File: src/rtl/adc_link_master_pkg.sv
// adc_link_master_pkg: shared constants and types for the ADC link master.
//   - command byte marker and frame tags for the two-byte ADC frame
//   - TX / RX FSM state encodings
//   - default parameter values and the command byte builder
package adc_link_master_pkg;

  // Command byte: {CmdMarker, 3'b000, code[2:0]}
  localparam logic [1:0] CmdMarker = 2'b01;

  // Frame tags carried in bits [7:6] of each received byte
  localparam logic [1:0] TagHi = 2'b10;
  localparam logic [1:0] TagLo = 2'b00;

  localparam int unsigned CodeMaxDefault     = 5;
  localparam int unsigned TimeoutClksDefault = 48000;

  typedef enum logic [1:0] {
    TIdle = 2'd0,
    TReq  = 2'd1,
    TBusy = 2'd2
  } tx_state_e;

  typedef enum logic {
    RWaitHi = 1'b0,
    RWaitLo = 1'b1
  } rx_state_e;

  function automatic logic [7:0] cmd_byte(input logic [2:0] code);
    return {CmdMarker, 3'b000, code};
  endfunction

endpackage

File: src/rtl/adc_frame_deframer.sv
// adc_frame_deframer: rebuilds 12-bit ADC readings from two-byte UART frames.
// Ports:
//   clk, reset         system clock, synchronous active-high reset
//   data_received[7:0] byte from uart_rx
//   rx_done            byte-ready from uart_rx (pulse or level, edge-detected)
//   parity_error       uart_rx parity flag, only looked at on a byte event
//   adc_value[11:0]    last good reading, held between updates
//   adc_valid          one-cycle pulse when adc_value updates
//   frame_error        one-cycle pulse on any framing fault or timeout
module adc_frame_deframer
  import adc_link_master_pkg::*;
#(
  parameter int unsigned TIMEOUT_CLKS = TimeoutClksDefault
) (
  input  logic        clk,
  input  logic        reset,
  input  logic [7:0]  data_received,
  input  logic        rx_done,
  input  logic        parity_error,
  output logic [11:0] adc_value,
  output logic        adc_valid,
  output logic        frame_error
);

  localparam int unsigned TimerW = (TIMEOUT_CLKS > 2) ? $clog2(TIMEOUT_CLKS) : 1;
  localparam logic [TimerW-1:0] TimerMax = TimerW'(TIMEOUT_CLKS - 1);

  rx_state_e         state_q, state_d;
  logic              rx_prev_q;
  logic [5:0]        hi_q, hi_d;
  logic [TimerW-1:0] timer_q, timer_d;
  logic [11:0]       value_q, value_d;
  logic              valid_q, valid_d;
  logic              ferr_q, ferr_d;

  logic       byte_evt;
  logic [1:0] tag;

  // One event per byte even when rx_done is held as a level.
  assign byte_evt = rx_done & ~rx_prev_q;
  assign tag      = data_received[7:6];

  always_comb begin
    state_d = state_q;
    hi_d    = hi_q;
    timer_d = timer_q;
    value_d = value_q;
    valid_d = 1'b0;
    ferr_d  = 1'b0;

    if (byte_evt) begin
      // A byte landing on the timeout cycle takes priority over the timeout.
      if (parity_error) begin
        ferr_d  = 1'b1;
        state_d = RWaitHi;
      end else begin
        case (state_q)
          RWaitHi: begin
            if (tag == TagHi) begin
              hi_d    = data_received[5:0];
              timer_d = '0;
              state_d = RWaitLo;
            end else begin
              ferr_d = 1'b1;
            end
          end
          RWaitLo: begin
            if (tag == TagLo) begin
              value_d = {hi_q, data_received[5:0]};
              valid_d = 1'b1;
              state_d = RWaitHi;
            end else if (tag == TagHi) begin
              // Lost low byte: report it, but resync on this new high byte.
              ferr_d  = 1'b1;
              hi_d    = data_received[5:0];
              timer_d = '0;
            end else begin
              ferr_d  = 1'b1;
              state_d = RWaitHi;
            end
          end
          default: state_d = RWaitHi;
        endcase
      end
    end else if (state_q == RWaitLo) begin
      if (timer_q == TimerMax) begin
        ferr_d  = 1'b1;
        state_d = RWaitHi;
      end else begin
        timer_d = timer_q + 1'b1;
      end
    end
  end

  always_ff @(posedge clk) begin
    if (reset) begin
      state_q   <= RWaitHi;
      rx_prev_q <= 1'b0;
      hi_q      <= '0;
      timer_q   <= '0;
      value_q   <= '0;
      valid_q   <= 1'b0;
      ferr_q    <= 1'b0;
    end else begin
      state_q   <= state_d;
      rx_prev_q <= rx_done;
      hi_q      <= hi_d;
      timer_q   <= timer_d;
      value_q   <= value_d;
      valid_q   <= valid_d;
      ferr_q    <= ferr_d;
    end
  end

  assign adc_value   = value_q;
  assign adc_valid   = valid_q;
  assign frame_error = ferr_q;

endmodule

File: src/rtl/adc_link_master.sv
// adc_link_master: main-board end of the UART link to the gate-driver/ADC board.
// Ports:
//   clk, reset          system clock (48 MHz), synchronous active-high reset
//   fire_code[2:0]      fire code, sampled with fire
//   fire                one-cycle fire request
//   cmd_busy            high while a command byte is in flight
//   cmd_reject          one-cycle pulse when a request is dropped
//   start_tx            start strobe to uart_tx, held until tx_busy is seen
//   data_to_tx[7:0]     command byte to uart_tx
//   tx_busy             uart_tx busy
//   data_received[7:0]  byte from uart_rx
//   rx_done             uart_rx byte-ready (pulse or level)
//   parity_error        uart_rx parity flag
//   adc_value[11:0]     last good ADC reading
//   adc_valid           one-cycle pulse on adc_value update
//   frame_error         one-cycle pulse on a receive framing fault
module adc_link_master
  import adc_link_master_pkg::*;
#(
  parameter int unsigned TIMEOUT_CLKS = TimeoutClksDefault,
  parameter int unsigned CODE_MAX     = CodeMaxDefault
) (
  input  logic        clk,
  input  logic        reset,
  input  logic [2:0]  fire_code,
  input  logic        fire,
  output logic        cmd_busy,
  output logic        cmd_reject,
  output logic        start_tx,
  output logic [7:0]  data_to_tx,
  input  logic        tx_busy,
  input  logic [7:0]  data_received,
  input  logic        rx_done,
  input  logic        parity_error,
  output logic [11:0] adc_value,
  output logic        adc_valid,
  output logic        frame_error
);

  tx_state_e  tx_state_q, tx_state_d;
  logic       start_q, start_d;
  logic [7:0] data_q, data_d;
  logic       reject_q, reject_d;
  logic       busy_q;
  logic       code_ok;

  assign code_ok = (32'(fire_code) <= CODE_MAX);

  always_comb begin
    tx_state_d = tx_state_q;
    start_d    = start_q;
    data_d     = data_q;
    reject_d   = 1'b0;

    case (tx_state_q)
      TIdle: begin
        if (fire) begin
          if (code_ok) begin
            data_d     = cmd_byte(fire_code);
            start_d    = 1'b1;
            tx_state_d = TReq;
          end else begin
            reject_d = 1'b1;
          end
        end
      end
      TReq: begin
        if (fire) reject_d = 1'b1;
        if (tx_busy) begin
          start_d    = 1'b0;
          tx_state_d = TBusy;
        end
      end
      TBusy: begin
        if (fire) reject_d = 1'b1;
        if (!tx_busy) tx_state_d = TIdle;
      end
      default: begin
        start_d    = 1'b0;
        tx_state_d = TIdle;
      end
    endcase
  end

  always_ff @(posedge clk) begin
    if (reset) begin
      tx_state_q <= TIdle;
      start_q    <= 1'b0;
      data_q     <= '0;
      reject_q   <= 1'b0;
      busy_q     <= 1'b0;
    end else begin
      tx_state_q <= tx_state_d;
      start_q    <= start_d;
      data_q     <= data_d;
      reject_q   <= reject_d;
      busy_q     <= (tx_state_d != TIdle);
    end
  end

  assign cmd_busy   = busy_q;
  assign cmd_reject = reject_q;
  assign start_tx   = start_q;
  assign data_to_tx = data_q;

  adc_frame_deframer #(
    .TIMEOUT_CLKS(TIMEOUT_CLKS)
  ) u_deframer (
    .clk          (clk),
    .reset        (reset),
    .data_received(data_received),
    .rx_done      (rx_done),
    .parity_error (parity_error),
    .adc_value    (adc_value),
    .adc_valid    (adc_valid),
    .frame_error  (frame_error)
  );

endmodule

File: config.mk
export PLATFORM = sky130hd
export DESIGN_NAME = adc_link_master
export DESIGN_NICKNAME = d
export VERILOG_FILES = /design/src/rtl/adc_link_master_pkg.sv /design/src/rtl/adc_frame_deframer.sv /design/src/rtl/adc_link_master.sv
export SDC_FILE = /design/constraint.sdc
export NUM_CORES = 1
export LEC_CHECK = 0
export ABC_CLOCK_PERIOD_IN_PS = 2200
export CELL_PAD_IN_SITES_DETAIL_PLACEMENT = 0
export CELL_PAD_IN_SITES_GLOBAL_PLACEMENT = 2
export CORE_UTILIZATION = 31
export DETAILED_ROUTE_END_ITERATION = 12
export PLACE_DENSITY = 0.86
export SYNTH_ARGS = -nofsm -noshare
export SYNTH_HDL_FRONTEND = slang
export SYNTH_SLANG_ARGS = --single-unit
File: constraint.sdc
create_clock -name clk -period 2.2 [get_ports clk]
set_input_delay 0.22 -clock clk [delete_from_list [all_inputs] [get_ports clk]]
set_output_delay 0.22 -clock clk [all_outputs]
set_load 0.03 [all_outputs]
* After elaboration in Yosys (flattened, before gate mapping)
Index checks and enable logic that the tools add are counted.
** Cells by class
- Add/sub/neg operators :: 1
- Magnitude comparators :: 1
- Equality and inequality tests :: 11
- Multiplexer cells :: 38
- Bitwise operators :: 6
- Reduce and logical (&&, ||, !) cells :: 11
** Operator list (number)
- 16-bit 2-to-1 mux :: 6
- 16-bit case mux with 2 select lines :: 1
- 1-bit 2-to-1 mux :: 19
- 16-bit by 1-bit adder with 16-bit output, second input constant :: 1
- 16-bit equality test, second input constant :: 1
- 6-bit 2-to-1 mux :: 2
- 6-bit case mux with 2 select lines :: 1
- 4-bit AND reduction :: 3
- 2-bit inequality test, second input constant :: 5
- 2-bit 2-to-1 mux :: 4
- 1-bit case mux with 2 select lines :: 3
- 2-bit case mux with 3 select lines :: 1
- 3-bit AND reduction :: 2
- 1-bit NOT :: 5
- 2-bit equality test, second input constant :: 2
- 2-bit zero test :: 2
- 2-bit nonzero test :: 2
- 4-bit OR reduction :: 1
- 3-bit less-or-equal comparator, second input constant :: 1
- 3-bit inequality test, second input constant :: 1
- 1-bit case mux with 3 select lines :: 1
- 2-bit by 1-bit equality test with 1-bit output, second input constant :: 1
- 2-bit by 1-bit inequality test with 1-bit output, second input constant :: 1
- 2-bit OR reduction :: 1
- 1-bit AND :: 1
** Word-level totals
- Flip-flop bits (word level) :: 47
- Input port bits :: 17
- Output and inout bits :: 25
- Logic and storage cells :: 80

* Logic depth before layout (Yosys ltp)
- Depth after elaboration :: 6
- Depth in mapped cells :: 8
- Mapped depth without buffers :: 6

* By module
Synthesis repeated with hierarchy kept, for this count alone.
** Second synthesis, totals
- Cell total of the unflattened synthesis :: 242
- Area, all modules :: 2209.6 µm²
** Modules (own cells, without submodules)
- adc_frame_deframer :: times used 1, cells each 183, area an instance 1685.4 µm², sequential area each 760.7 µm²
- adc_link_master :: times used 1, cells each 59, area an instance 524.3 µm², sequential area each 180.2 µm²

* Worst setup path before layout
No wires, ideal clock.
- Path kind :: register -> register
- Start point :: register u_deframer.timer_q[0]
- End point :: register u_deframer.timer_q[11]
- Library setup time :: 0.091 ns
- Data arrival time :: 1.722 ns
- Data required time :: 2.109 ns
- Setup slack :: 0.387 ns
- Cell stages (with the launch flop) :: 9
- Buffers on the path :: 2
- Period minus slack after synthesis :: 1.813 ns
- Cells stage by stage :: dfxtp_1 > ha_1 > and3_1 > buf_2 > nand3_2 > o211a_1 > clkbuf_1 > a31oi_1 > a311oi_1
** Between the ends
- Cells in the longest elaborated chain, start to end :: 4
- Elaborated cells on any way between the ends :: 7
- Classes of those cells :: add/sub: 1; eq/ne: 2; mux: 3; reduce/logical: 1
** Ends and longest elaborated chain
- start: declaration :: RTL line adc_frame_deframer.sv:31 : logic [TimerW-1:0] timer_q, timer_d;
- start signal: assignment :: RTL line adc_frame_deframer.sv:108 : timer_q <= timer_d;
- 16-bit by 1-bit adder with 16-bit output :: RTL line adc_frame_deframer.sv:90 : timer_d = timer_q + 1'b1;
- 16-bit 2-to-1 mux :: RTL line adc_frame_deframer.sv:86 : if (timer_q == TimerMax) begin
- 16-bit 2-to-1 mux :: RTL line adc_frame_deframer.sv:85 : end else if (state_q == RWaitLo) begin
- 16-bit 2-to-1 mux :: RTL line adc_frame_deframer.sv:51 : if (byte_evt) begin
Several ways; a longest one is shown, not always the timed one. The select of a mux whose other input is x is not followed.
A chain may end at the register's enable or synchronous reset.

* Final worst setup path
- Start point :: register u_deframer.timer_q[0]
- End point :: register u_deframer.timer_q[3]
Same word-level chain as after synthesis.

==> out/qor.yml <==
cells_and_area:
  fillers: 681
  multiInputGateArea_mm2: 0.00109
  fin_area_mm2: 0.00276
  antenna_cells: 0
  regArea_um2: 941
  final_core_util_pct: 40.8
  fin_nets: 304
  syn2layout_area_growth_pct: 27.9
  drive_gt1_share_pct: 8.83
power_and_ir_drop:
  vdd_drop_max_mv: 0.226
  fin_total_pwr_w: 0.00178
  clkPwrFrac_pct: 37.0
  power.switching_w: 0.000457
  pwr-share-comb_pct: 13.3
  p_int_w: 0.00132
  powerDensity_mw_per_mm2: 646
  p_sw_share_pct: 25.7
  p_seq_share_pct: 49.7
  p_leak_nw: 1.14
placement:
  hpwl_um: 3300
  portBuffers: 37
  place_area_mm2: 0.00264
  place.gp.congestion: 0.837
setup_path:
  rr_startpoint: "u_deframer.timer_q[0]"
  cp_data_arrival_time_ns: 2.07
  worstPathMaxFanout: 11
  cp-start-kind: "register"
  cp_data_required_time_ns: 2.39
  rrSetupSlack_ns: 0.32
  end_kind: "register"
  path_class: "reg2reg"
  cp-startpoint: "u_deframer.timer_q[0]"
clock_network:
  post_cts_buffers: 0
  clkLatencyLatePin_ns: 0.30
  root_buffer: "clkbuf_8"
  h-tree-depth: 2
  tritoncts: "yes"
  path_clk_slew_ns: 0.09
  postCtsHoldBufs: 0
  cts_resized: 0
  cts-buffers-inserted: 5
  cts.sinks: 47
  ctsLongestPathBuffers: 2
timing:
  slew_headroom_pct: 66.3
  slew_violations: 0
  grt_setup_unrepaired: "false"
  fin_crit_sh_pct: 85.4
  fin_skew_ns: 0.00976
  worst_pin_slew_ns: 0.493
  max_freq_mhz: 532
  period_minus_slack_ns: 1.88
  setup_violations: 0
  finalHoldViolCount: 0
  whs_ns: 0.457
  finalSetupTns_ns: 0
route:
  wl_per_cell_um: 12.9
  avgViaCountPerCell: 5.04
  via_count: 1829
  finalWirelength_um: 4670
  first_pass_iters: 8
  drtIter0Drc: 57
  final_antenna_net_count: 0
  drc: 1
run_status:
  failed_checks: "design-rule violations"
  status: "finished, violations left"
global_routing:
  grt_first_pass_wirelength_um: 7790
  antenna_found_initial: 0
  grt_pass1_vias: 1680
  gr-total-overflow: 0
  grt_start_max_net_pins: 24
  grt_usage_pct: 13.4
synthesis:
  synth.avg_cell_area_um2: 8.93
  synth_flop_cell: "dfxtp_1"
  syn_inst: 241
  synth_seq_cells: 47
  synthDistinctLibCells: 49
  syn_area_mm2: 0.00215
  synth_edf_count: 0
  async_reset_ff_share_pct: 0
  yosysSeqAreaShare_pct: 43.7
  yosysWarnings: 0
flow_run:
  drv_cap: 0
floorplanning:
  ios: 42
  die_area_mm2: 0.00728
  core-area_mm2: 0.00676
  fp.dieH_um: 85.3
  start_util_pct: 31.9
  row_count: 30
  fp.dieW_um: 85.3
min_path:
  min_path_type: "in2reg"
  hold_start: "fire"
## flip-flops by register name (all words and copies together), names as in the netlist, 2 cells and up
signal                cells
u_deframer.hi_q           6
u_deframer.timer_q       16
u_deframer.adc_value     12
data_to_tx                4
tx_state_q                2
## per-layer routing
metal  GRT usage [%]  vias to the layer above  wire length [um]
met5               0                        -                 0
met4            5.91                        0                73
met3            3.40                        7               186
met2            21.8                       39              2150
met1            16.7                      850              2260
li1                -                      933                 -
## cells in the final DEF (no fill, tap or decap), drive strengths merged, types with 5 or more instances in the layout
cell type,netlist,routed
dfxtp,47,47
clkdlybuf4s50,0,37
nor2,34,34
mux2i,19,19
nand2,18,18
a21oi,16,16
o21ai,12,12
buf,9,12
nand3,9,9
inv,6,7
a311oi,6,6
nor2b,5,5
ha,5,5
clkbuf,9,5
## cells by family (layout without fill, tap and decap cells)
| logic type | Yosys count | in the layout | synth area share (%) |
|---|---|---|---|
| AO/OA/AOI/OAI | 57 | 57 | 18.2 |
| adder cells (fa/ha/maj) | 5 | 5 | 2.91 |
| buffers and inverters | 24 | 63 | 6.22 |
| flip-flops | 47 | 47 | 43.7 |
| multiplexers | 19 | 19 | 8.83 |
| other | 1 | 4 | 0.174 |
| AND/OR/NAND/NOR | 88 | 88 | 19.9 |
## critical path, stage by stage (launching register included)
cell and delay, ns:
dfxtp_1 0.42, ha_1 0.21, and3_1 0.21, nand3_2 0.16, o211a_1 0.43, a41oi_1 0.28
a311oi_1 0.07
## path summary, 6_finish.rpt
kind / end / cells past startpoint
max: u_deframer.timer_q[3] / 6
min: cmd_reject / 3
max reg2reg: u_deframer.timer_q[3] / 6
min reg2reg: data_to_tx[0] / 2
## synth_stat cells, drive strengths merged, types with 2 or more instances
cell | n | area share, %
dfxtp | 47 | 44
nor2 | 34 | 5.9
mux2i | 19 | 8.8
nand2 | 18 | 3.1
a21oi | 16 | 3.7
o21ai | 12 | 2.8
buf | 9 | 3.6
clkbuf | 9 | 1.6
nand3 | 9 | 2.3
a311oi | 6 | 2.4
inv | 6 | 1.0
ha | 5 | 2.9
nor2b | 5 | 1.5
a31oi | 4 | 1.2
and3 | 4 | 1.2
nor3 | 4 | 0.93
and2 | 3 | 0.87
a21o | 2 | 0.70
a41oi | 2 | 0.81
and4 | 2 | 0.81
nand4 | 2 | 0.58
o31ai | 2 | 0.93
## layout make-up
class                           count  area share [%]
Clock buffer                        5            2.50
Clock inverter                      3            1.73
Inverter                            6           0.817
Multi-Input combinational cell    173            39.6
Sequential cell                    47            34.2
Tap cell                           80            3.63
Timing Repair Buffer               49            17.6
## through the flow
| stage | std cells | setup WS, ns |
|---|---|---|
| finish | 363 | 0.321 |
| global route | 363 | 0.148 |
| CTS | 363 | 0.298 |
| detailed placement | 355 | 0.115 |
| global placement | 355 | 0.141 |
| floorplan | 244 | 0.387 |
## power by group through the flow
stage	Combinational, W	Clock (W)	Sequential [W]
final	0.000237	0.000658	0.000885
after global routing	0.000260	0.000713	0.000888
after CTS	0.000239	0.000682	0.000885
after detailed placement	0.000237	0	0.000905
after global placement	0.000239	0	0.000904
after floorplan	0.000114	0	0.000933
(Power assumes the default switching activity.)
